<file path="config.mk">
export PLATFORM = sky130hd
export DESIGN_NAME = mosi_channel_sequencer
export DESIGN_NICKNAME = d
export VERILOG_FILES = /design/src/rtl/mosi_channel_sequencer.sv
export SDC_FILE = /design/constraint.sdc
export NUM_CORES = 1
export LEC_CHECK = 0
export ABC_AREA = 1
export BUFFER_PORTS_ARGS = -buffer_cell sky130_fd_sc_hd__buf_4
export CORE_ASPECT_RATIO = 0.5
export CORE_MARGIN = 5
export CORE_UTILIZATION = 48
export CTS_BUF_LIST = sky130_fd_sc_hd__clkbuf_4 sky130_fd_sc_hd__clkbuf_8 sky130_fd_sc_hd__clkbuf_16
export DETAILED_ROUTE_END_ITERATION = 10
export GPL_TIMING_DRIVEN = 0
export PLACE_DENSITY = 0.88
export SYNTH_ARGS = -nofsm -noshare
export SYNTH_HDL_FRONTEND = slang
export SYNTH_SLANG_ARGS = --single-unit
</file>
<file path="constraint.sdc">
create_clock -name dataclk -period 2.01 [get_ports dataclk]
set_clock_uncertainty 0.2 [all_clocks]
set_input_delay 0.603 -clock dataclk [delete_from_list [all_inputs] [get_ports dataclk]]
set_output_delay 0.603 -clock dataclk [all_outputs]
set_load 0.1 [all_outputs]
</file>
<file path="src/rtl/mosi_channel_sequencer.sv">
// Steps the MOSI command selector through the CONVERT and aux slots of each sample frame,
// handing one slot at a time to the SPI shifter and tracking frame count and aux RAM addresses.
module mosi_channel_sequencer #(
    parameter int LAST_SLOT = 34,
    parameter int IDX_W     = 10
) (
    input  logic                 dataclk,
    input  logic                 reset,
    input  logic                 run_start,
    input  logic                 run_continuous,
    input  logic                 stop_request,
    input  logic [31:0]          max_timestep,
    input  logic                 slot_done,
    input  logic [3*IDX_W-1:0]   aux_end_index,
    input  logic [3*IDX_W-1:0]   aux_loop_index,
    output logic [5:0]           channel,
    output logic                 slot_valid,
    output logic [3*IDX_W-1:0]   aux_index,
    output logic [31:0]          timestamp,
    output logic                 sample_done,
    output logic                 running
);

    localparam logic [1:0] IDLE  = 2'd0;
    localparam logic [1:0] ISSUE = 2'd1;
    localparam logic [1:0] WAIT  = 2'd2;

    logic [1:0]         r_state;
    logic [5:0]         r_channel;
    logic [3*IDX_W-1:0] r_aux_index;
    logic [31:0]        r_timestamp;
    logic               r_sample_done;
    logic               r_stop_pending;

    logic [3*IDX_W-1:0] w_aux_next;
    logic [31:0]        w_ts_next;
    logic               w_last_slot;
    logic               w_frame_stop;

    always_comb begin
        w_aux_next = r_aux_index;
        for (int k = 0; k < 3; k++) begin
            if (r_aux_index[k*IDX_W +: IDX_W] == aux_end_index[k*IDX_W +: IDX_W])
                w_aux_next[k*IDX_W +: IDX_W] = aux_loop_index[k*IDX_W +: IDX_W];
            else
                w_aux_next[k*IDX_W +: IDX_W] = r_aux_index[k*IDX_W +: IDX_W] + 1'b1;
        end
    end

    assign w_ts_next    = r_timestamp + 32'd1;
    assign w_last_slot  = (r_channel == 6'(LAST_SLOT));
    // A stop arriving with the final slot_done still ends the run at this frame boundary.
    assign w_frame_stop = r_stop_pending | stop_request |
                          (!run_continuous && (w_ts_next == max_timestep));

    always_ff @(posedge dataclk) begin
        if (reset) begin
            r_state        <= IDLE;
            r_channel      <= 6'd0;
            r_aux_index    <= '0;
            r_timestamp    <= 32'd0;
            r_sample_done  <= 1'b0;
            r_stop_pending <= 1'b0;
        end else begin
            r_sample_done <= 1'b0;
            case (r_state)
                IDLE: begin
                    if (run_start && (run_continuous || (max_timestep != 32'd0))) begin
                        r_state        <= ISSUE;
                        r_channel      <= 6'd0;
                        r_timestamp    <= 32'd0;
                        r_aux_index    <= '0;
                        r_stop_pending <= 1'b0;
                    end
                end
                ISSUE: begin
                    r_state <= WAIT;
                    if (stop_request)
                        r_stop_pending <= 1'b1;
                end
                WAIT: begin
                    if (stop_request)
                        r_stop_pending <= 1'b1;
                    if (slot_done) begin
                        if (!w_last_slot) begin
                            r_channel <= r_channel + 6'd1;
                            r_state   <= ISSUE;
                        end else begin
                            r_sample_done <= 1'b1;
                            r_timestamp   <= w_ts_next;
                            r_channel     <= 6'd0;
                            r_aux_index   <= w_aux_next;
                            r_state       <= w_frame_stop ? IDLE : ISSUE;
                        end
                    end
                end
                default: r_state <= IDLE;
            endcase
        end
    end

    assign channel     = r_channel;
    assign slot_valid  = (r_state == ISSUE);
    assign aux_index   = r_aux_index;
    assign timestamp   = r_timestamp;
    assign sample_done = r_sample_done;
    assign running     = (r_state != IDLE);

endmodule

</file>
### Yosys cells after proc, flatten, opt, wreduce, memory -nomap -nowiden

Cells that the tools add are included.

* register bits after elaboration: 72
* input port bits: 98
* output and inout bits: 71
* word-level logic and storage cells: 65

* add/subtract/negate cells: 5
* eq/ne operators: 11
* mux-type cells: 24
* bitwise logic cells: 4
* reduce and logical (&&, ||, !) cells: 15

Operators with widths (count)
* 2-to-1 mux 32 bit: 3
* 2-to-1 mux 30 bit: 3
* case mux 32 bit (2 select lines): 1
* case mux 30 bit (2 select lines): 1
* adder 32 x 1 -> 32 bit, second input constant: 1
* == test 32 bit: 1
* nonzero test 32 bit: 1
* adder 10 x 1 -> 10 bit, second input constant: 3
* == test 10 bit: 3
* 2-to-1 mux 10 bit: 3
* 2-to-1 mux 6 bit: 3
* case mux 6 bit (2 select lines): 1
* adder 6 x 1 -> 6 bit, second input constant: 1
* == test 6 bit, second input constant: 1
* inequality test 2 bit, second input constant: 3
* case mux 2 bit (3 select lines): 1
* AND reduction 3 bit: 2
* nonzero test 2 bit: 3
* 2-to-1 mux 1 bit: 5
* 2-to-1 mux 2 bit: 2
* AND reduction 4 bit: 1
* OR reduction 3 bit: 1
* == test 2 x 1 -> 1 bit, second input constant: 1
* == test 2 bit, second input constant: 1
* other kinds (10): 13

### Depth between registers and ports, before layout

* word-level depth: 8
* mapped depth: 18

### Worst setup path before layout

No wires, ideal clock.

* path type: reg2reg
* start: register r_timestamp[0] (netlist: timestamp[0])
* end: register r_state[0]
* library setup time: 116 ps
* data arrival time: 2680 ps
* required time: 1694 ps
* setup slack: -985 ps
* cell stages (with the launch flop): 19
* clock period less this slack: 2995 ps
* path through: dfxtp_1 ha_1 nand2_2 nor2_8 nand2_4 nor2_4 nand2_1 nand2_1 nand2_1 nand2_1 nand2_1 nor2_1 nand2_1 nor2_1 nand3_1 nand2_1 nand2_1 nand2_1 a21oi_1

* longest elaborated chain between the ends: 8

RTL lines
* from (decl): RTL line 31 `logic [31:0] r_timestamp;`
* from (signal assigned): RTL line 90 `r_timestamp <= w_ts_next;`
* adder 32 x 1 -> 32 bit: RTL line 50 `assign w_ts_next = r_timestamp + 32'd1;`
* == test 32 bit: RTL line 54 `(!run_continuous && (w_ts_next == max_timestep));`
* logical AND 1 bit: RTL line 54
* OR 1 bit: RTL line 53 `assign w_frame_stop = r_stop_pending | stop_request |`
* 2-to-1 mux 1 bit: RTL line 93 `r_state <= w_frame_stop ? IDLE : ISSUE;`
* 2-to-1 mux 1 bit: RTL line 85 `if (!w_last_slot) begin`
* 2-to-1 mux 2 bit: RTL line 84 `if (slot_done) begin`
* case mux 2 bit (3 select lines): RTL line 66 `case (r_state)`
* to (signal assigned): RTL line 93
* to (decl): RTL line 28 `logic [1:0] r_state;`

Every way passes these cells. The select of a mux whose other input is x is not followed.
A chain may end at the register's enable or synchronous reset.

### Worst setup path after layout

* start: register r_channel[0] (netlist: channel[0])
* end: register r_aux_index[29] (netlist: aux_index[29])

* longest elaborated chain between the ends: 3

RTL lines
* from (decl): RTL line 29 `logic [5:0] r_channel;`
* from (signal assigned): RTL line 86 `r_channel <= r_channel + 6'd1;`
* == test 6 bit: RTL line 51 `assign w_last_slot = (r_channel == 6'(LAST_SLOT));`
* inequality test 2 bit (no source line)
* AND reduction 4 bit (no source line)
* to (signal assigned): RTL line 92 `r_aux_index <= w_aux_next;`
* to (decl): RTL line 30 `logic [3*IDX_W-1:0] r_aux_index;`

Every way passes these cells.

==> impl_metrics.yaml <==
status:
  status: "finished, violations left"
  failed_checks: "negative setup slack"
timing:
  fin_ws_ns: -0.580
  fin_crit_ns: 2.59
  rsz0062_at_grt: "yes"
  fmax_mhz: 386
  worst_slew_pin_slew_ns: 0.510
  slew_headroom_pct: 66.0
  finalHoldViolCount: 0
  slew_viol_final: 0
  setup-violations-final: 72
  fin_crit_sh_pct: 129
final_layout:
  antenna_cells: 0
  multi_input_area_sq_mm: 0.00432
  drive_gt1_share_pct: 41.5
  syn2layout_area_growth_pct: 61.1
  fin_util_pct: 80.7
  finalNonFillerCells: 1319
  fin_nets: 1263
  fill_cells: 704
  layout.area.seq_sq_mm: 0.00163
logic_synthesis:
  synth_top_family_by_area: "simple AND/OR/NAND/NOR gates"
  yosys_warnings: 0
  synth_cell_type_count: 39
  synth_compound_area_share_pct: 9.20
  synth_top_area_share_pct: 25.7
  yosys.area.top_type: "dfxtp_1"
  syn_avg_cell_area_sq_um: 6.02
  synth_area_leaders: "dfxtp_1 26%, nand2_1 22%, nand3_1 9.5%"
  syn_area_sq_mm: 0.00561
  synth_xor_area_share_pct: 8.94
  synth-simple-area-share_pct: 44.8
  synth_mux_area_share_pct: 0
  yosys.area_share.adder_pct: 2.23
  syn_nets: 1041
  synth-seq-cells: 72
  syn_inst: 933
  yosysSeqAreaShare_pct: 25.7
floorplan:
  start_util_pct: 50.1
  chipWidth_um: 163
  num_rows: 27
  dieArea_sq_mm: 0.0141
  io_pins: 169
  core_sq_mm: 0.0112
  chipHeight_um: 86.5
global_route:
  grt_max_degree: 14
  grt_pass1_vias: 7051
  grt_pass1_wl_um: 33700
  grt_usage_pct: 29.4
  antenna_found_initial: 0
  grt.overflow.total: 0
pwr:
  leakage_nw: 4.20
  power_density_mw_per_mm2: 811
  max-vdd-ir-drop_v: 0.000588
  finalPower_mw: 7.34
cts:
  htreeDepth: 3
  clk_latency_ns: 0.35
  clockBufferDepth: 2
  cts_buffers: 9
  clock-sinks: 72
  cts_tree: "done"
  clk_pin_slew_ns: 0.06
  cts_root_buf: "clkbuf_16"
placed_design:
  hpwl_um: 14500
  port_buffers: 168
  dpl.cell_count: 1260
  routabilityCongestion: 0.938
drt:
  drc_errors: 0
  dr.pass1.iters: 7
  wl_um: 23900
  drtIter0Drc: 988
  via_per_inst: 5.73
  ant_nets: 0
  wl_per_cell_um: 18.1
  vias: 7555
setup_path:
  cp.arrival_ns: 2.67
  critPathRequiredTime_ns: 2.09
  path_class: "reg2reg"
  setup.worst_path.end_class: "register"
  critPathLaunchType: "register"
  worst-path-max-fanout: 7
job:
  cap_violations: 0
min_path:
  min_path_type: "in2reg"
[report_power, final]
group	leakage [nW]	switching (mW)	internal [mW]
Combinational	3.41	2.16	1.63
Clock	0.167	0.698	1.23
Sequential	0.628	0.124	1.49
Total	4.20	2.98	4.36
[worst max-delay path, stage by stage (launching register included)]
cell	delay, ns
dfxtp_4	0.37
inv_1	0.10
ha_1	0.20
nand4_1	0.19
inv_1	0.12
nor2_1	0.10
a21oi_4	0.17
nand2_2	0.13
buf_6	0.15
nor3_4	0.25
buf_12	0.22
buf_8	0.15
nand2_1	0.07
nand2_1	0.11
[cell usage after synthesis]
library cell / instances
nor2_2: 2
xnor3_1: 4
clkbuf_1: 8
nand2_1: 326
nand2_2: 8
or2_0: 1
a21oi_1: 15
o21bai_1: 1
clkinv_1: 2
a21boi_1: 1
o21ai_1: 4
nor2_1: 80
o211ai_1: 10
nor4_1: 6
nand2_4: 2
or2_2: 5
inv_2: 1
nor2_4: 5
xnor2_1: 18
nand4_1: 12
ha_1: 10
o31ai_1: 1
nor2_8: 2
buf_2: 7
a22oi_1: 1
xor2_1: 29
nand3_1: 107
nor3_1: 13
buf_4: 2
o2111ai_1: 2
dfxtp_1: 72
nor3b_1: 1
o21ai_0: 45
inv_1: 112
o22ai_1: 9
buf_1: 1
nand3b_1: 4
nand3_2: 2
a211o_1: 2
[flip-flops by register name (all words and copies together) (netlist names)]
signal,cells
timestamp,32
aux_index,30
channel,6
r_state,2
r_stop_pending,1
sample_done,1
[final cells by class]
type	count	area share, %
multi-input combinational	728	47.7
timing repair buffer	211	20.6
sequential	72	18.0
inverter	115	5.01
buffer	18	2.61
clock buffer	10	2.57
tap	159	2.20
clock inverter	6	1.27
[worst paths after layout]
check | startpoint | endpoint | slack [ns] | cells past startpoint
worst max-delay path | channel[0]$_SDFFE_PP0P_ | aux_index[29]$_SDFFE_PP0P_ | -0.58 | 13
worst min-delay path | reset | channel[3]$_SDFFE_PP0P_ | 0.28 | 2
worst max register to register | channel[0]$_SDFFE_PP0P_ | aux_index[29]$_SDFFE_PP0P_ | -0.58 | 13
worst min register to register | timestamp[11]$_SDFFE_PP0P_ | timestamp[11]$_SDFFE_PP0P_ | 0.29 | 2
[repair_timing]
action | 4_1_cts | 5_1_grt
gates resized for setup | 118 | 90
endpoints found under the setup margin | 73 | 72
buffers inserted | 26 | 14
pin swaps | 31 | 36
hold buffers | 0 | 0
cloned | 7 | 1
[logic make-up after synthesis]
family | after synthesis
flops | 72
buf+inv | 133
fa+ha+maj | 10
xor+xnor | 51
compound gates | 91
simple gates | 576
[cell usage in the layout (no fill, tap or decap), types with 5 or more instances in the layout]
cell / count
nand2_4: 20
buf_4: 187
nor2_2: 11
nand2_1: 264
nand3_1: 89
o22ai_2: 8
nor2_1: 68
o21ai_0: 25
nand2_2: 51
inv_1: 103
xnor2_1: 18
nor2_4: 8
xor2_1: 29
nor3_1: 11
buf_12: 10
nand3_2: 18
o211ai_1: 10
ha_1: 6
dfxtp_4: 42
a21oi_2: 7
buf_6: 9
buf_16: 5
o21ai_2: 10
or2_2: 5
dfxtp_2: 27
a21oi_1: 6
clkbuf_16: 14
nand4_1: 12
o21ai_1: 13
buf_8: 6
[metrics by stage]
step	worst slack [ns]	instance area, sq um	setup TNS, ns	hold WS [ns]
6_report	-0.580	9050	-33.24	0.280
5_1_grt	-0.673	9050	-37.41	0.280
4_1_cts	-0.303	8600	-18.16	0.277
3_5_place_dp	-0.938	7460	-56.36	0.266
3_3_place_gp	-0.914	7460	-54.17	0.248
2_1_floorplan	-0.256	6000	-10.45	0.234
[metal layers]
metal  routed length, um  share of wire [%]  track usage (%)  up-vias
met1                8800                 37             34.6     3436
met5                   0                  0                0        -
met3                2580                 11             7.32      139
met2               11300                 47             52.9      538
li1                    -                  -                -     3442
met4                1210                5.1             9.74        0
(Power assumes the default switching activity.)
